==> config.mk <==
export PLATFORM = sky130hd
export DESIGN_NAME = div_flat
export DESIGN_NICKNAME = d
export VERILOG_FILES = /design/src/rtl/div_pkg.sv /design/src/rtl/div_if.sv /design/src/rtl/div.sv /design/src/flat_wrapper.sv
export SDC_FILE = /design/constraint.sdc
export NUM_CORES = 1
export LEC_CHECK = 0
export CAP_MARGIN = 20
export CORE_ASPECT_RATIO = 1.2
export CORE_UTILIZATION = 60
export CTS_BUF_LIST = sky130_fd_sc_hd__clkbuf_8
export DETAILED_ROUTE_END_ITERATION = 10
export HOLD_SLACK_MARGIN = 0.03
export PLACE_DENSITY = 0.84
export SLEW_MARGIN = 15
export SYNTH_ARGS = -nofsm -noshare
export SYNTH_HDL_FRONTEND = slang
export SYNTH_SLANG_ARGS = --single-unit
==> constraint.sdc <==
create_clock -name clk -period 15.07 [get_ports clk]
set_input_delay 2.2605 -clock clk [delete_from_list [all_inputs] [get_ports clk]]
set_output_delay 2.2605 -clock clk [all_outputs]
set_load 0.05 [all_outputs]
==> src/rtl/div_pkg.sv <==
// div_pkg: shared types and constants for the multi-cycle integer divider.
//   DIV_WIDTH        default operand width
//   div_state_e      divider FSM states
//   DIV_RESULT_READY value of success_o when a result is presented
//   DIV_START        value of start_i that requests a divide
package div_pkg;

    localparam int unsigned DIV_WIDTH = 32;

    typedef enum logic [1:0] {
        DIV_IDLE = 2'd0,
        DIV_BUSY = 2'd1,
        DIV_ZERO = 2'd2,
        DIV_DONE = 2'd3
    } div_state_e;

    localparam logic DIV_RESULT_READY = 1'b1;
    localparam logic DIV_START        = 1'b1;

endpackage

==> src/rtl/div_if.sv <==
// div_if: EX-stage divide handshake.
//   master (EX)  : drives signed_i, dividend_i, divider_i, start_i, annul_i
//   slave  (div) : drives result_o {remainder, quotient} and success_o
interface div_if
    import div_pkg::*;
#(
    parameter int unsigned WIDTH = DIV_WIDTH
);
    logic                 signed_i;
    logic [WIDTH-1:0]     dividend_i;
    logic [WIDTH-1:0]     divider_i;
    logic                 start_i;
    logic                 annul_i;
    logic [2*WIDTH-1:0]   result_o;
    logic                 success_o;

    modport master (
        output signed_i, dividend_i, divider_i, start_i, annul_i,
        input  result_o, success_o
    );

    modport slave (
        input  signed_i, dividend_i, divider_i, start_i, annul_i,
        output result_o, success_o
    );
endinterface

==> src/rtl/div.sv <==
// div: radix-2 restoring divider, one quotient bit per cycle.
// Signed operands are converted to magnitudes at accept and the result
// signs are restored when the final iteration completes.
//   clk  : rising-edge clock
//   rst  : asynchronous active-low reset
//   bus  : div_if slave (operands/start/annul in, result/success out)
module div
    import div_pkg::*;
#(
    parameter int unsigned WIDTH = DIV_WIDTH
) (
    input logic  clk,
    input logic  rst,
    div_if.slave bus
);
    localparam int unsigned CNT_W = $clog2(WIDTH) + 1;

    div_state_e         state_q, state_d;
    logic [WIDTH-1:0]   dvd_q, dvd_d;      // dividend shifting out, quotient shifting in
    logic [WIDTH-1:0]   dsr_q, dsr_d;      // divisor magnitude
    logic [WIDTH-1:0]   rem_q, rem_d;      // partial remainder
    logic [CNT_W-1:0]   cnt_q, cnt_d;
    logic               q_neg_q, q_neg_d;
    logic               r_neg_q, r_neg_d;
    logic               success_q, success_d;
    logic [2*WIDTH-1:0] result_q, result_d;

    logic [WIDTH:0]     shift_rem;
    logic [WIDTH:0]     trial;
    logic               q_bit;
    logic [WIDTH-1:0]   rem_nxt;
    logic [WIDTH-1:0]   quot_nxt;
    logic [WIDTH-1:0]   rem_fix;
    logic [WIDTH-1:0]   quot_fix;

    // One restoring step; the shifted remainder needs WIDTH+1 bits for the trial subtract
    always_comb begin
        shift_rem = {rem_q, dvd_q[WIDTH-1]};
        trial     = shift_rem - {1'b0, dsr_q};
        q_bit     = ~trial[WIDTH];
        rem_nxt   = q_bit ? trial[WIDTH-1:0] : shift_rem[WIDTH-1:0];
        quot_nxt  = {dvd_q[WIDTH-2:0], q_bit};
        rem_fix   = r_neg_q ? (WIDTH'(0) - rem_nxt)  : rem_nxt;
        quot_fix  = q_neg_q ? (WIDTH'(0) - quot_nxt) : quot_nxt;
    end

    // Next-state and registered-output logic
    always_comb begin
        state_d   = state_q;
        dvd_d     = dvd_q;
        dsr_d     = dsr_q;
        rem_d     = rem_q;
        cnt_d     = cnt_q;
        q_neg_d   = q_neg_q;
        r_neg_d   = r_neg_q;
        success_d = 1'b0;
        result_d  = '0;

        unique case (state_q)
            DIV_IDLE: begin
                if (bus.start_i == DIV_START) begin
                    if (bus.divider_i == '0) begin
                        // Divide by zero reports a fixed zero result
                        state_d   = DIV_ZERO;
                        success_d = DIV_RESULT_READY;
                    end else begin
                        state_d = DIV_BUSY;
                        dvd_d   = (bus.signed_i && bus.dividend_i[WIDTH-1])
                                  ? (WIDTH'(0) - bus.dividend_i) : bus.dividend_i;
                        dsr_d   = (bus.signed_i && bus.divider_i[WIDTH-1])
                                  ? (WIDTH'(0) - bus.divider_i) : bus.divider_i;
                        q_neg_d = bus.signed_i & (bus.dividend_i[WIDTH-1] ^ bus.divider_i[WIDTH-1]);
                        r_neg_d = bus.signed_i & bus.dividend_i[WIDTH-1];
                        rem_d   = '0;
                        cnt_d   = '0;
                    end
                end
            end
            DIV_BUSY: begin
                dvd_d = quot_nxt;
                rem_d = rem_nxt;
                cnt_d = cnt_q + CNT_W'(1);
                if (cnt_q == CNT_W'(WIDTH - 1)) begin
                    // Last iteration: present the sign-corrected result in DONE
                    state_d   = DIV_DONE;
                    success_d = DIV_RESULT_READY;
                    result_d  = {rem_fix, quot_fix};
                end
            end
            DIV_ZERO: state_d = DIV_IDLE;
            DIV_DONE: state_d = DIV_IDLE;
            default:  state_d = DIV_IDLE;
        endcase

        // Flush wins over everything, including a result about to be presented
        if (bus.annul_i) begin
            state_d   = DIV_IDLE;
            success_d = 1'b0;
            result_d  = '0;
        end
    end

    // State and output registers
    always_ff @(posedge clk or negedge rst) begin
        if (!rst) begin
            state_q   <= DIV_IDLE;
            dvd_q     <= '0;
            dsr_q     <= '0;
            rem_q     <= '0;
            cnt_q     <= '0;
            q_neg_q   <= 1'b0;
            r_neg_q   <= 1'b0;
            success_q <= 1'b0;
            result_q  <= '0;
        end else begin
            state_q   <= state_d;
            dvd_q     <= dvd_d;
            dsr_q     <= dsr_d;
            rem_q     <= rem_d;
            cnt_q     <= cnt_d;
            q_neg_q   <= q_neg_d;
            r_neg_q   <= r_neg_d;
            success_q <= success_d;
            result_q  <= result_d;
        end
    end

    assign bus.success_o = success_q;
    assign bus.result_o  = result_q;

endmodule
==> src/flat_wrapper.sv <==
// flat-port wrapper written by rule: the top's interface ports become plain ports
module div_flat import div_pkg::*;
#(
    parameter int unsigned WIDTH = DIV_WIDTH
)
  (clk, rst, bus_signed_i, bus_dividend_i, bus_divider_i, bus_start_i, bus_annul_i, bus_result_o, bus_success_o);
  div_if #(.WIDTH(WIDTH)) bus_i ();
  input logic clk;
  input logic rst;
  input wire logic [$bits(bus_i.signed_i)-1:0] bus_signed_i;
  input wire logic [$bits(bus_i.dividend_i)-1:0] bus_dividend_i;
  input wire logic [$bits(bus_i.divider_i)-1:0] bus_divider_i;
  input wire logic [$bits(bus_i.start_i)-1:0] bus_start_i;
  input wire logic [$bits(bus_i.annul_i)-1:0] bus_annul_i;
  output wire logic [$bits(bus_i.result_o)-1:0] bus_result_o;
  output wire logic [$bits(bus_i.success_o)-1:0] bus_success_o;
  assign bus_i.signed_i = bus_signed_i;
  assign bus_i.dividend_i = bus_dividend_i;
  assign bus_i.divider_i = bus_divider_i;
  assign bus_i.start_i = bus_start_i;
  assign bus_i.annul_i = bus_annul_i;
  assign bus_result_o = bus_i.result_o;
  assign bus_success_o = bus_i.success_o;
  div #(.WIDTH(WIDTH)) u_core (.clk(clk), .rst(rst), .bus(bus_i));
endmodule
=== Yosys cells after proc, flatten, opt, wreduce, memory -nomap -nowiden ===
Index checks and enable logic that the tools add are counted.

* Register bits: 171
* Output and inout bits: 65
* Word-level logic and storage cells: 64

* Bitwise operators: 5
* Reductions and logical operators: 9
* Equal/unequal tests: 8
* $add $sub $neg: 6
* Multiplexer cells: 27

{| class="wikitable"
|+ Operators with widths
! cell !! number
|-
| 2-to-1 mux 32 bit || 9
|-
| 2-to-1 mux 64 bit || 3
|-
| one-hot mux 32 bit (2 select lines) || 2
|-
| subtractor 1 x 32 -> 32 bit, first input constant || 4
|-
| subtractor 33 x 32 -> 33 bit || 1
|-
| logical NOT 32 bit || 1
|-
| 2-to-1 mux 6 bit || 2
|-
| one-hot mux 6 bit (2 select lines) || 1
|-
| 2-to-1 mux 2 bit || 4
|-
| adder 6 x 1 -> 6 bit, second input constant || 1
|-
| equality test 6 x 5 -> 1 bit, second input constant || 1
|-
| one-hot mux 2 bit (3 select lines) || 1
|-
| AND reduction 3 bit || 2
|-
| equality test 2 bit, second input constant || 2
|-
| 2-to-1 mux 1 bit || 4
|-
| != test 2 bit, second input constant || 2
|-
| != test 3 x 2 -> 1 bit, second input constant || 1
|-
| != test 3 bit, second input constant || 1
|-
| bitwise AND 1 bit || 2
|-
| equality test 2 x 1 -> 1 bit, second input constant || 1
|-
| logical AND 1 bit || 2
|-
| logical NOT 2 bit || 1
|-
| NOT 1 bit || 2
|-
| one-hot mux 1 bit (2 select lines) || 1
|-
| 4 further kinds || 4
|}

=== Depth between registers and ports, before layout ===
Gate-level depths: netlist of run 1.

* Depth in word-level cells: 7
* Mapped depth: 24
* Mapped depth without buffers: 21

=== Least setup slack after synthesis of run 1 ===
OpenSTA, ideal clock, no wires.

* Kind: register to register
* Start: register u_core.dvd_q[31]
* End: register u_core.result_q[28] (netlist: u_core.bus.result_o[28])
* Data required time: 14.938 ns
* Arrival: 4.770 ns
* Clock period less this slack: 4.901 ns
* Path buffers: 3
* Slack: 10.169 ns
* Stages on the path, launching flop included: 23
* Cell sequence: dfrtp_1 inv_1 ha_1 fa_1 nand2b_1 a21oi_2 o2111a_1 o21a_4 o31a_4 nor2_8 inv_2 buf_2 buf_4 buf_2 ha_1 nand2_1 or2_2 or3_1 or3_1 or3_1 o31ai_1 xor2_1 nor2_1

* Cells in the longest elaborated chain, start to end: 7

{| class="wikitable"
|+ RTL lines
! element !! RTL line !! RTL
|-
| from (decl) || div.sv:19 || <nowiki>logic [WIDTH-1:0] dvd_q, dvd_d;</nowiki>
|-
| from (signal assigned) || div.sv:117 || <nowiki>dvd_q <= dvd_d;</nowiki>
|-
| subtractor 33 x 32 -> 33 bit || div.sv:39 || <nowiki>trial = shift_rem - {1'b0, dsr_q};</nowiki>
|-
| NOT 1 bit || div.sv:40 || <nowiki>q_bit = ~trial[WIDTH];</nowiki>
|-
| subtractor 1 x 32 -> 32 bit || div.sv:44 || <nowiki>quot_fix = q_neg_q ? (WIDTH'(0) - quot_nxt) : quot_nxt;</nowiki>
|-
| 2-to-1 mux 32 bit || div.sv:44 ||
|-
| 2-to-1 mux 64 bit || div.sv:83 || <nowiki>if (cnt_q == CNT_W'(WIDTH - 1)) begin</nowiki>
|-
| 2-to-1 mux 64 bit || div.sv:59 || <nowiki>unique case (state_q)</nowiki>
|-
| 2-to-1 mux 64 bit || div.sv:96 || <nowiki>if (bus.annul_i) begin</nowiki>
|-
| via u_core.result_d[28] || div.sv:26 || <nowiki>logic [2*WIDTH-1:0] result_q, result_d;</nowiki>
|-
| to (signal assigned) || div.sv:124 || <nowiki>result_q <= result_d;</nowiki>
|-
| to (decl) || div.sv:26 ||
|}

The timed path passes the listed nets, and every way through them passes these cells.
A chain may end at the register's enable or synchronous reset.

=== Worst setup path after layout of run 1 ===
* Start: register u_core.rem_q[12]
* End: register u_core.result_q[62] (netlist: u_core.bus.result_o[62])

* Cells in the longest elaborated chain, start to end: 7

{| class="wikitable"
|+ RTL lines
! element !! RTL line !! RTL
|-
| from (decl) || div.sv:21 || <nowiki>logic [WIDTH-1:0] rem_q, rem_d;</nowiki>
|-
| from (signal assigned) || div.sv:119 || <nowiki>rem_q <= rem_d;</nowiki>
|-
| subtractor 33 x 32 -> 33 bit || div.sv:39 ||
|-
| 2-to-1 mux 32 bit (*) || div.sv:41 || <nowiki>rem_nxt = q_bit ? trial[WIDTH-1:0] : shift_rem[WIDTH-1:0];</nowiki>
|-
| subtractor 1 x 32 -> 32 bit || div.sv:43 || <nowiki>rem_fix = r_neg_q ? (WIDTH'(0) - rem_nxt) : rem_nxt;</nowiki>
|-
| 2-to-1 mux 32 bit (*) || div.sv:43 ||
|-
| 2-to-1 mux 64 bit (*) || div.sv:83 ||
|-
| 2-to-1 mux 64 bit (*) || div.sv:59 ||
|-
| 2-to-1 mux 64 bit (*) || div.sv:96 ||
|-
| via u_core.result_d[62] || div.sv:26 ||
|}

Mark *: on every way through the listed nets, which the timed path passes. The rest lies on a longest branch.

==> impl_metrics.tcl, run 1 <==
set metrics [dict create \
    syn_nets 1515 \
    grt_pass1_vias 10697 \
    postSynthAreaPerCell_um2 8.38 \
    netlist_area_um2 11800 \
    fp.coreArea_um2 19100 \
    clk_pin_slew_ps 100 \
    fin_skew_ps 20.8 \
    hold_depth 2 \
    final-max-slew-violation-count 0 \
    worst_ep_required_time_ps 15430 \
    grt_usage_pct 34.0 \
    fin_crit_sh_pct 40.3 \
    rsz0062_at_grt "no" \
    hp-start "u_core.dsr_q[27]$_DFFE_PN0P_" \
    cap_violations 0 \
    ioPinCount 134 \
    status "finished clean" \
    portBuffers 133 \
    relSlewSlack_pct 28.8 \
    start_util_pct 61.9 \
    post_cts_buffers 0 \
    synth_top_area_share_pct 36.3 \
    vdd_drop_max_v 0.000100 \
    die-area_um2 20200 \
    startpoint_type "flop" \
    yosys_warnings 0 \
    synth_edf_count 0 \
    die_w_um 130 \
    fill_cells 1540 \
    drc 0 \
    rr_startpoint "u_core.rem_q[12]$_DFFE_PN0P_" \
    pwr_density_cell_nw_per_um2 179 \
    clockBufferDepth 2 \
    tns_ps 0 \
    dieHeight_um 156 \
    vias 11040 \
    worstPathArrival_ps 6430 \
    wire_per_inst_um 18.9 \
    viasPerCell 6.29 \
    end_kind "flop" \
    nNetsFinal 1592 \
    multi_input_area_um2 6940 \
    drtIter0Drc 738 \
    placed_cells 1720 \
    grt.overflow.total 0 \
    tritoncts "done" \
    seq_area_um2 4280 \
    cts_max_level 4 \
    whs_endpoint "u_core.dsr_q[27]$_DFFE_PN0P_" \
    drt_first_pass_iters 6 \
    finalSetupViolCount 0 \
    synthMostInstantiatedCell "dfrtp_1" \
    ys_seq_area_share_pct 36.3 \
    tightest_slew_ps 1060 \
    core.rowCount 55 \
    antenna_found_initial 0 \
    critPathMaxFanout 43 \
    cts_num_sinks 171 \
    hpwl_um 24400 \
    synth_commonest_cells "dfrtp_1 (171), nand2_1 (157), nor2_1 (153)" \
    p_leak_nw 5.63 \
    fmax_mhz 165 \
    ys_async_sr_fraction_pct 100 \
    syn_to_final_growth_pct 15.2 \
    cts_made_buffers 17 \
    min_path_type "flop to flop" \
    cts_resized 0 \
    yosysTopAreaCell "dfrtp_1" \
    hold_violations 0 \
    routed_wl_um 33200 \
    synth_cell_types 83 \
    ctsHoldBuffers 0 \
    crit_start "u_core.rem_q[12]$_DFFE_PN0P_" \
    synthCells 1408 \
    rr_endpoint "u_core.bus.result_o[62]$_DFF_PN0_" \
    n_antenna_cell 0 \
    clockRootBuffer "clkbuf_8" \
    grt_start_max_net_pins 105 \
    rrSetupSlack_ps 9000 \
    min_period_ps 6070 \
    critPathKind "flop to flop" \
    grt_first_pass_wirelength_um 53500 \
    final_antenna_net_count 0 \
    worst_r2r_path_depth 20 \
    drive_gt1_share_pct 5.87 \
    synthTopCellsByArea "dfrtp_1 (36%), xor2_1 (5.4%), xnor2_1 (5.0%)" \
    instances_no_fill 1754 \
    gp_congestion 0.972 \
    insertion_delay_ps 490 \
    ys_seq_elements 171 \
    yosys_most_used_dff "dfrtp_1" \
]
[stage by stage]
step                      power (mW)  util, %  area (um^2)  hold WS (ps)  worst slack, ps
after global placement          2.03     68.9        13100           484             8490
after floorplan                 1.74        -        11800           450            10170
after detailed placement        2.06     68.9        13100           494             8350
after global routing            2.59     71.3        13600           561             8700
after CTS                       2.40     71.1        13500           517             8810
final                           2.43     71.3        13600           513             9000
[cell families (layout without fill, tap and decap cells)]
kind of cell / Yosys count / after routing / share of synthesized area [%]
adder cells (fa/ha/maj): 38 / 38 / 4.09
buffers and inverters: 137 / 227 / 4.96
flip-flops: 171 / 171 / 36.3
multiplexers: 26 / 26 / 2.24
AO/OA/AOI/OAI: 422 / 422 / 23.1
XOR/XNOR: 141 / 141 / 10.5
AND/OR/NAND/NOR: 473 / 473 / 18.9
[final cells by class]
cell class              instances  share of cell area [%]
clock buffers                  18                    1.82
multi-input cells            1100                    51.1
inverters                      53                    1.46
flip-flops and latches        171                    31.5
well taps                     256                    2.36
repair buffers                142                    10.5
clock inverters                14                    1.25
[worst max path at each step]
stage                                         to  slack, ps  depth (start not counted)
2_1_floorplan  u_core.bus.result_o[28]$_DFF_PN0_      10170                         22
3_3_place_gp        u_core.dsr_q[31]$_DFFE_PN0P_       8490                         12
3_5_place_dp        u_core.dsr_q[31]$_DFFE_PN0P_       8350                         12
4_1_cts             u_core.dsr_q[31]$_DFFE_PN0P_       8810                         12
5_1_grt        u_core.bus.result_o[62]$_DFF_PN0_       8700                         20
6_report       u_core.bus.result_o[62]$_DFF_PN0_       9000                         20
[worst max-delay path, stage by stage, from the launching register on]
cell and delay (ps):
dfrtp_1 470, ha_1 470, a21oi_4 190, o21ai_0 200, a22o_1 310, o21a_4 260
nor4_4 620, nor2_8 290, inv_2 110, buf_4 450, nor2_1 120, a21oi_1 460
ha_1 290, nand2_1 60, nor2_1 220, nand2_1 190, o31ai_4 390, o2111ai_2 280
o41ai_2 300, xor2_1 170, nor2_1 50
[report_power, final]
part           switching (mW)  internal, mW
sequential             0.0977         0.524
combinational           0.918         0.552
clock                   0.206         0.131
[flip-flops by register name (all words and copies together), names as in the netlist]
name	flops
u_core.q_neg_q	1
u_core.bus.result_o	64
u_core.dvd_q	32
u_core.bus.success_o	1
u_core.r_neg_q	1
u_core.state_q	2
u_core.cnt_q	6
u_core.dsr_q	32
u_core.rem_q	32
[layer usage]
| metal | GRT usage, % | up-vias | part of all wire (%) |
|---|---|---|---|
| met5 | 0 | - | 0 |
| met4 | 17.0 | 0 | 4.4 |
| met3 | 5.80 | 100 | 6.1 |
| met2 | 57.5 | 467 | 50 |
| met1 | 41.7 | 5299 | 40 |
| li1 | - | 5174 | - |
[placed cells by master, fill, tap and decap left out, drive strengths merged, types with 7 or more instances in the layout]
cell           instances
or3                   12
nand4                 13
xor2                  73
a31oi                 15
nor3b                  8
nor4                  20
clkinv                10
clkbuf                18
o31ai                 22
nand3                 15
nand2b                15
xnor2                 68
a21o                  15
or4                   13
a21oi                108
nor3                  31
clkdlybuf4s50        132
o21a                   7
nor2                 154
or2                    7
o21ai                126
o211ai                11
and2                  13
mux2i                 23
dfrtp                171
ha                    37
o41ai                 14
nand2                157
and3                   8
o22ai                 61
buf                   10
inv                   57
(Power assumes the default switching activity.)
==> inputs of run 2 (changes only) <==
--- a/config.mk
+++ b/config.mk
@@ -7,11 +7,11 @@
 export LEC_CHECK = 0
 export CAP_MARGIN = 20
 export CORE_ASPECT_RATIO = 1.2
-export CORE_UTILIZATION = 60
+export CORE_UTILIZATION = 53
 export CTS_BUF_LIST = sky130_fd_sc_hd__clkbuf_8
 export DETAILED_ROUTE_END_ITERATION = 10
 export HOLD_SLACK_MARGIN = 0.03
-export PLACE_DENSITY = 0.84
+export PLACE_DENSITY = 0.79
 export SLEW_MARGIN = 15
 export SYNTH_ARGS = -nofsm -noshare
 export SYNTH_HDL_FRONTEND = slang
==> constraint.sdc (replaced) <==
create_clock -name clk -period 4.9 [get_ports clk]
set_input_delay 0.735 -clock clk [delete_from_list [all_inputs] [get_ports clk]]
set_output_delay 0.735 -clock clk [all_outputs]
set_load 0.05 [all_outputs]
==> run 2 against run 1 <==
Effect of this change:
- the run now ends with design-rule violations left
- utilization down 8.1 points
- routed wire length increased by 6.6%
- sequential share of layout area decreased by 0.40 points
- total power increased to 3.2 times the previous value
- via count is essentially flat
- worst setup slack worse by 8700 ps
- largest cell class unchanged
- largest power group unchanged
==> impl_metrics.tcl, run 2 (synthesis gave the netlist of run 1 again) <==
set metrics [dict create \
    drt_first_pass_iters 11 \
    end_kind "flop" \
    die-area_um2 22900 \
    hold_violations 0 \
    worst_r2r_path_depth 17 \
    p_leak_nw 5.72 \
    cts_made_buffers 17 \
    startpoint_type "flop" \
    grt_usage_pct 31.8 \
    clk_pin_slew_ps 110 \
    routed_wl_um 35400 \
    pwr_density_cell_nw_per_um2 564 \
    n_antenna_cell 0 \
    insertion_delay_ps 500 \
    wire_per_inst_um 19.8 \
    gp_congestion 0.931 \
    ioPinCount 134 \
    die_w_um 138 \
    hpwl_um 26400 \
    worstPathArrival_ps 5000 \
    rsz0062_at_grt "no" \
    drc 14 \
    tritoncts "done" \
    grt_start_max_net_pins 95 \
    pre_cts_slack_ps 160 \
    portBuffers 133 \
    viasPerCell 6.17 \
    drive_gt1_share_pct 7.31 \
    fin_crit_sh_pct 94.6 \
    min_period_ps 4630 \
    fin_skew_ps 23.8 \
    relSlewSlack_pct 26.0 \
    drtIter0Drc 913 \
    critPathKind "flop to flop" \
    tightest_slew_ps 1110 \
    finalSetupViolCount 0 \
    cts_num_sinks 171 \
    grt_pass1_vias 10769 \
    fmax_mhz 216 \
    setup_slack_ps 267 \
    cap_violations 0 \
    vdd_drop_max_v 0.000483 \
    vias 11050 \
    grt_first_pass_wirelength_um 56800 \
    worst_ep_required_time_ps 5270 \
    mostFrequentLayoutCell "dfrtp_1" \
    final-max-slew-violation-count 0 \
    critPathMaxFanout 10 \
    final_antenna_net_count 0 \
    clockRootBuffer "clkbuf_8" \
    fp.coreArea_um2 21800 \
    largest_reg_flops 64 \
    dieHeight_um 165 \
    clockBufferDepth 2 \
    core.rowCount 59 \
    antenna_found_initial 0 \
    ctsHoldBuffers 0 \
    start_util_pct 54.2 \
    grt.overflow.total 0 \
    violations "design-rule violations" \
    status "finished with violations" \
    syn_to_final_growth_pct 16.7 \
    cts_max_level 4 \
    tns_ps 0 \
    min_path_type "input pin to async pin" \
    nNetsFinal 1612 \
    layout_common_cells "dfrtp_1 (171), nand2_1 (155), nor2_1 (152)" \
]
run 2: power by group:
part	switching [mW]	internal [mW]
sequential	0.274	1.61
combinational	3.00	1.82
clock	0.664	0.399
total	3.93	3.83
run 2: final timing paths:
check	from	endpoint	slack (ps)
setup / recovery	u_core.rem_q[18]$_DFFE_PN0P_	u_core.bus.result_o[28]$_DFF_PN0_	270
hold / removal	rst	u_core.dsr_q[8]$_DFFE_PN0P_	230
setup reg to reg	u_core.rem_q[18]$_DFFE_PN0P_	u_core.bus.result_o[28]$_DFF_PN0_	270
hold reg to reg	u_core.dsr_q[27]$_DFFE_PN0P_	u_core.dsr_q[27]$_DFFE_PN0P_	500
max in group asynchronous	rst	u_core.cnt_q[4]$_DFFE_PN0P_	3680
min in group clk	u_core.dsr_q[27]$_DFFE_PN0P_	u_core.dsr_q[27]$_DFFE_PN0P_	500
run 2: critical path, cell delays in order (launching register included):
cell and delay, ps:
dfrtp_1 440, ha_1 500, nand2_1 190, o211ai_1 280, nand3_1 130, a21oi_2 330, o31a_4 260, nor2_8 50
inv_2 70, ha_1 200, nand2_1 80, or2_2 340, or3_1 370, or3_1 390, or3_1 400, o31ai_1 270
xor2_1 170, nor2_1 50
run 2: repair_timing:
action,in CTS,in global routing
endpoints found under the setup margin,0,7
gates resized for setup,0,3
buffers inserted,0,2
run 2: area by class of cell:
type	count	area [um^2]
fill	1851	8010
timing repair buffer	162	1560
tap	274	343
sequential	171	4280
multi-input combinational	1100	6960
clock inverter	15	191
clock buffer	17	234
inverter	53	199
run 2: metrics by stage:
stage,hold slack [ps],area (um^2),total power [mW],std cells,utilization [%]
CTS,274,13700,7.66,1790,63.1
detailed placement,483,13300,6.59,1758,61.1
floorplan,439,11800,5.36,1408,-
global placement,466,13300,6.55,1758,61.1
finish,231,13800,7.76,1792,63.2
global route,293,13800,8.30,1792,63.2
run 2: layer usage:
layer / up-vias / routed length, um / track usage [%]
met5: - / 0 / 0
met4: 0 / 1060 / 13.2
met3: 73 / 2290 / 5.82
met2: 475 / 17000 / 53.8
met1: 5298 / 15000 / 40.2
li1: 5204 / - / -
==> inputs of run 3 (changes only) <==
--- a/config.mk
+++ b/config.mk
@@ -7,9 +7,10 @@
 export LEC_CHECK = 0
 export CAP_MARGIN = 20
 export CORE_ASPECT_RATIO = 1.2
-export CORE_UTILIZATION = 53
+export CORE_UTILIZATION = 60
 export CTS_BUF_LIST = sky130_fd_sc_hd__clkbuf_8
 export DETAILED_ROUTE_END_ITERATION = 10
+export DONT_BUFFER_PORTS = 1
 export HOLD_SLACK_MARGIN = 0.03
 export PLACE_DENSITY = 0.79
 export SLEW_MARGIN = 15
==> run 3 against run 2 <==
Effect of this change:
- the run now ends clean
- clock power hardly changed
- sequential cell count stayed put
- largest power group unchanged
- cell count is 8.3% lower
- critical path depth is 2 higher
- clock skew is 6.2 ps lower
- sequential share of layout area is 3.3 points higher
- highest routed layer unchanged
==> impl_metrics.tcl, run 3 (synthesis gave the netlist of run 1 again) <==
set metrics [dict create \
    syn_to_final_growth_pct 5.58 \
    grt_first_pass_wirelength_um 53700 \
    cap_violations 0 \
    pwr_density_cell_nw_per_um2 621 \
    vias 10588 \
    clockBufferDepth 2 \
    critPathKind "flop to flop" \
    tns_ps 0 \
    routed_wl_um 33600 \
    p_leak_nw 5.26 \
    fin_skew_ps 17.6 \
    rsz0062_at_grt "no" \
    slowest_delay_ps 440 \
    ioPinCount 134 \
    tritoncts "done" \
    status "finished clean" \
    start_util_pct 61.9 \
    grt_usage_pct 34.5 \
    mostFrequentLayoutCell "dfrtp_1" \
    vdd_drop_max_v 0.000492 \
    holdWs_ps 190 \
    cts_max_level 4 \
    n_antenna_cell 0 \
    pre_cts_slack_ps 220 \
    total_power_mw 7.74 \
    die_w_um 130 \
    relSlewSlack_pct 32.6 \
    min_period_ps 4630 \
    largest_reg_flops 64 \
    placed_area_um2 12000 \
    cp_slowest_cell "dfrtp_1" \
    min_path_type "input pin to async pin" \
    gp_congestion 0.974 \
    grt_pass1_vias 10320 \
    instances_no_fill 1644 \
    fp.coreArea_um2 19100 \
    final_antenna_net_count 0 \
    worst_ep_required_time_ps 5250 \
    hold_violations 0 \
    cp_cell_sequence "ha_1 -> buf_4 -> a21oi_4 -> o21ai_0 -> a22o_1 -> o21a_4 -> nor4_4 -> buf_4 -> nor2_8 -> inv_2 -> ha_1 -> nand2_1 -> or2_2 -> or3_1 -> or3_1 -> or3_4 -> o31ai_2 -> xor2_1 -> nor2_1" \
    dieHeight_um 156 \
    portBuffers 0 \
    startpoint_type "flop" \
    layout_common_cells "dfrtp_1 (171), nand2_1 (155), nor2_1 (152)" \
    hpwl_um 24600 \
    fill_cells 1669 \
    drc 0 \
    critPathMaxFanout 7 \
    grt.overflow.total 0 \
    drive_gt1_share_pct 8.14 \
    worstPathArrival_ps 4970 \
    die-area_um2 20200 \
    fin_area_um2 12500 \
    core.rowCount 55 \
    cts_made_buffers 17 \
    nNetsFinal 1482 \
    grt_start_max_net_pins 172 \
    antenna_found_initial 0 \
    tightest_slew_ps 1000 \
    fin_util_pct 65.3 \
    final-max-slew-violation-count 0 \
    setup_slack_ps 272 \
    end_kind "flop" \
    fmax_mhz 216 \
    drtIter0Drc 895 \
    viasPerCell 6.44 \
    insertion_delay_ps 480 \
    clk_pin_slew_ps 110 \
    cts_num_sinks 171 \
    finalSetupViolCount 0 \
    placed_cells 1608 \
    wire_per_inst_um 20.4 \
    fin_crit_sh_pct 94.4 \
    clockRootBuffer "clkbuf_8" \
    drt_first_pass_iters 7 \
]
-- run 3: routing by layer --
layer	vias up	share of wire [%]	global-route usage, %
li1	4938	-	-
met1	5109	39	40.8
met2	448	50	60.2
met3	93	6.4	6.45
met4	0	4.5	15.9
met5	-	0	0
-- run 3: final timing paths --
path	end	depth (start not counted)	slack, ps	startpoint
hold reg to reg	u_core.dsr_q[27]$_DFFE_PN0P_	2	510	u_core.dsr_q[27]$_DFFE_PN0P_
max in group asynchronous	u_core.dsr_q[10]$_DFFE_PN0P_	1	3930	rst
setup / recovery	u_core.bus.result_o[28]$_DFF_PN0_	19	270	u_core.rem_q[12]$_DFFE_PN0P_
setup reg to reg	u_core.bus.result_o[28]$_DFF_PN0_	19	270	u_core.rem_q[12]$_DFFE_PN0P_
hold / removal	u_core.bus.result_o[43]$_DFF_PN0_	1	190	rst
min in group clk	u_core.state_q[1]$_DFFE_PN0P_	1	310	bus_annul_i
-- run 3: worst max-delay path: cells and delay by family (launching register included) --
family,cells,cell delay (ps)
buf+inv,3,440
simple gates,8,1900
compound gates,5,1020
xor+xnor,1,170
flops,1,440
fa+ha+maj,2,530
-- run 3: where the power goes --
part | internal, mW | total (mW) | switching (mW)
registers | 1.61 | 1.86 | 0.249
clock network | 0.442 | 1.08 | 0.642
logic | 1.79 | 4.79 | 3.00
total | 3.85 | 7.74 | 3.89
-- run 3: layout make-up --
type	count	area (um^2)	area share, %
clock buffers	17	234	1.88
clock inverters	15	193	1.55
inverters	53	199	1.60
multi-input cells	1100	6970	56.0
flip-flops and latches	171	4280	34.4
well taps	256	320	2.57
repair buffers	32	260	2.09
-- run 3: timing repair --
action | CTS | global route
setup buffers | 0 | 3
resized for setup | 0 | 4
setup endpoints to repair | 0 | 9
hold endpoints to repair | 171 | 0
hold buffers | 1 | 0
==> RTL change (flow settings as in run 2) <==
The 4 states of `div_state_e` get a Gray code encoding in 2 bits.
--- a/src/rtl/div_pkg.sv
+++ b/src/rtl/div_pkg.sv
@@ -8,10 +8,10 @@
     localparam int unsigned DIV_WIDTH = 32;
 
     typedef enum logic [1:0] {
-        DIV_IDLE = 2'd0,
-        DIV_BUSY = 2'd1,
-        DIV_ZERO = 2'd2,
-        DIV_DONE = 2'd3
+        DIV_IDLE = 2'b00,
+        DIV_BUSY = 2'b01,
+        DIV_ZERO = 2'b11,
+        DIV_DONE = 2'b10
     } div_state_e;
 
     localparam logic DIV_RESULT_READY = 1'b1;
Check against the original RTL: same outputs for any inputs over 10 cycles, from zero or initial values and one cycle with rst low; not proved beyond that.
==> RTL change against run 2 <==
Power decreased by 15%. Worst hold slack worse by 0.032 ns. Area after synthesis fell by 1.6%. Sequential power shrank 2%. Routed wire length shrank 4.4%. Via count fell by 2.0%. Setup slack got worse by 0.011 ns. Sequential cell count unchanged. Synthesized cell count decreased by 3.1%. First-iteration DRC count fell by 21%. Critical path depth up 3. Fmax is 0.25% lower. Design area up 0.76%. Highest routed layer unchanged.
==> RTL change: results (changes against run 2) <==
Syn Nets -> 1472 (-2.8%)
Status -> finished, final reports clean
Clock Network Area Fraction -> 3.058% (-0.032 points)
Proportion of cell area occupied by multi-input gates -> 49.67% (-0.86 points)
DRT Pass-1 Iters -> 5 (-6)
Worst Setup SP -> u_core.rem_q[22]$_DFFE_PN0P_
Pleak -> 5.864 nW (+2.5%)
Dpl cells -> 1743 (-0.85%)
Post-synth top cells -> dfrtp_1 (171), nor2_1 (163), o21ai_0 (128), nand2_1 (127), xor2_1 (72)
Clock buffers -> 18 (+1)
Number of fill cells -> 1797 (-2.9%)
Comb_multi_in -> 1071 (-2.6%)
Global placement routability congestion -> 0.9442 (+1.4%)
Xor/xnor share of the synthesized area -> 10.65% (+0.18 points)
Worst EP arrival -> 5.06 ns (+0.06 ns)
Syn-to-layout area delta -> 19.46%
Met1 Use GR -> 34.40% (-5.8 points)
CP peak stage delay -> 0.46 ns (-0.04 ns)
Slowest CP cell -> dfrtp_1
Met2 wire length -> 17380 um (+2.2%)
Met3 usage -> 4.969% (-0.86 points)
Mux contribution to synthesized area -> 3.384% (+1.1 points)
Synth area leaders -> dfrtp_1 (37%), o21ai_0 (5.5%), xor2_1 (5.4%), nor2_1 (5.3%), xnor2_1 (5.0%)
Register area share after synthesis -> 36.86% (+0.58 points)
Placed cell areas -> 0.01337 sq mm (+0.43%)
WL met1 -> 12830 um (-15%)
Final non-clock buffer share -> 12.60% (+1.2 points)
Sw Pwr -> 0.003073 W (-22%)
Final cell count without fillers -> 1777 (-0.84%)
Area occupied by multi-input gates -> 0.006889 sq mm (-0.95%)
Pre-CTS setup slack -> 0.1153 ns (-0.04516 ns)
Mean Syn Cell Area -> 8.505 sq um (+1.5%)
Pin count of the biggest net entering global routing -> 117 (+23%)
Post-Synth Adder-Cell Area -> 4.160% (+0.065 points)
Slew margin rel. -> 42.03% (+16 points)
Routed wire length per instance -> 19.04 um (-3.6%)
Share of cells above drive strength 1 -> 9.091% (+1.8 points)
Max IR drop VDD -> 0.3142 mV (-35%)
DP Wirelength -> 25400 um (-3.8%)
Nets@finish -> 1601 (-0.68%)
GR Layer Usage met2 -> 54.34% (+0.54 points)
Via count -> 10830 (-2.0%)
Total congestion overflow -> 0 (unchanged)
Non-clk invs -> 51 (-3.8%)
GRT Overall Usage -> 30.95% (-0.82 points)
Min-Delay Path Class -> in -> async
Compound-Gate Fraction of Synth Area -> 20.12% (-2.9 points)
Worst Skew -> 0.02063 ns (-0.003178 ns)
Distinct cell type count after synthesis -> 80 (-3.6%)
CP max FO -> 8 (-2)
First DRT Iteration DRCs -> 724 (-21%)
CTS max path bufs -> 2 (unchanged)
Reg2reg start -> u_core.rem_q[22]$_DFFE_PN0P_
Routed length on met3 -> 1632 um (-29%)
==> RTL change: power by group through the flow <==
stage                     Combinational [W]  Clock, W  Sequential (W)
after floorplan                     0.00336         0         0.00183
after global placement              0.00350         0         0.00185
after detailed placement            0.00354         0         0.00186
after CTS                           0.00357   0.00111         0.00183
after global routing                0.00398   0.00117         0.00186
final                               0.00367   0.00110         0.00184
==> RTL change: worst paths after layout <==
check | to | slack, ns
setup / recovery | u_core.bus.result_o[62]$_DFF_PN0_ | 0.26
hold / removal | u_core.bus.result_o[60]$_DFF_PN0_ | 0.20
setup reg to reg | u_core.bus.result_o[62]$_DFF_PN0_ | 0.26
max in group asynchronous | u_core.q_neg_q$_DFFE_PN0P_ | 3.69
min in group clk | u_core.dsr_q[0]$_DFFE_PN0P_ | 0.50
hold reg to reg | u_core.dsr_q[0]$_DFFE_PN0P_ | 0.50
==> RTL change: timing repair <==
action	4_1_cts	5_1_grt
endpoints found under the hold margin	0	0
setup buffers	0	1
endpoints found under the setup margin	0	7
resized for setup	0	16
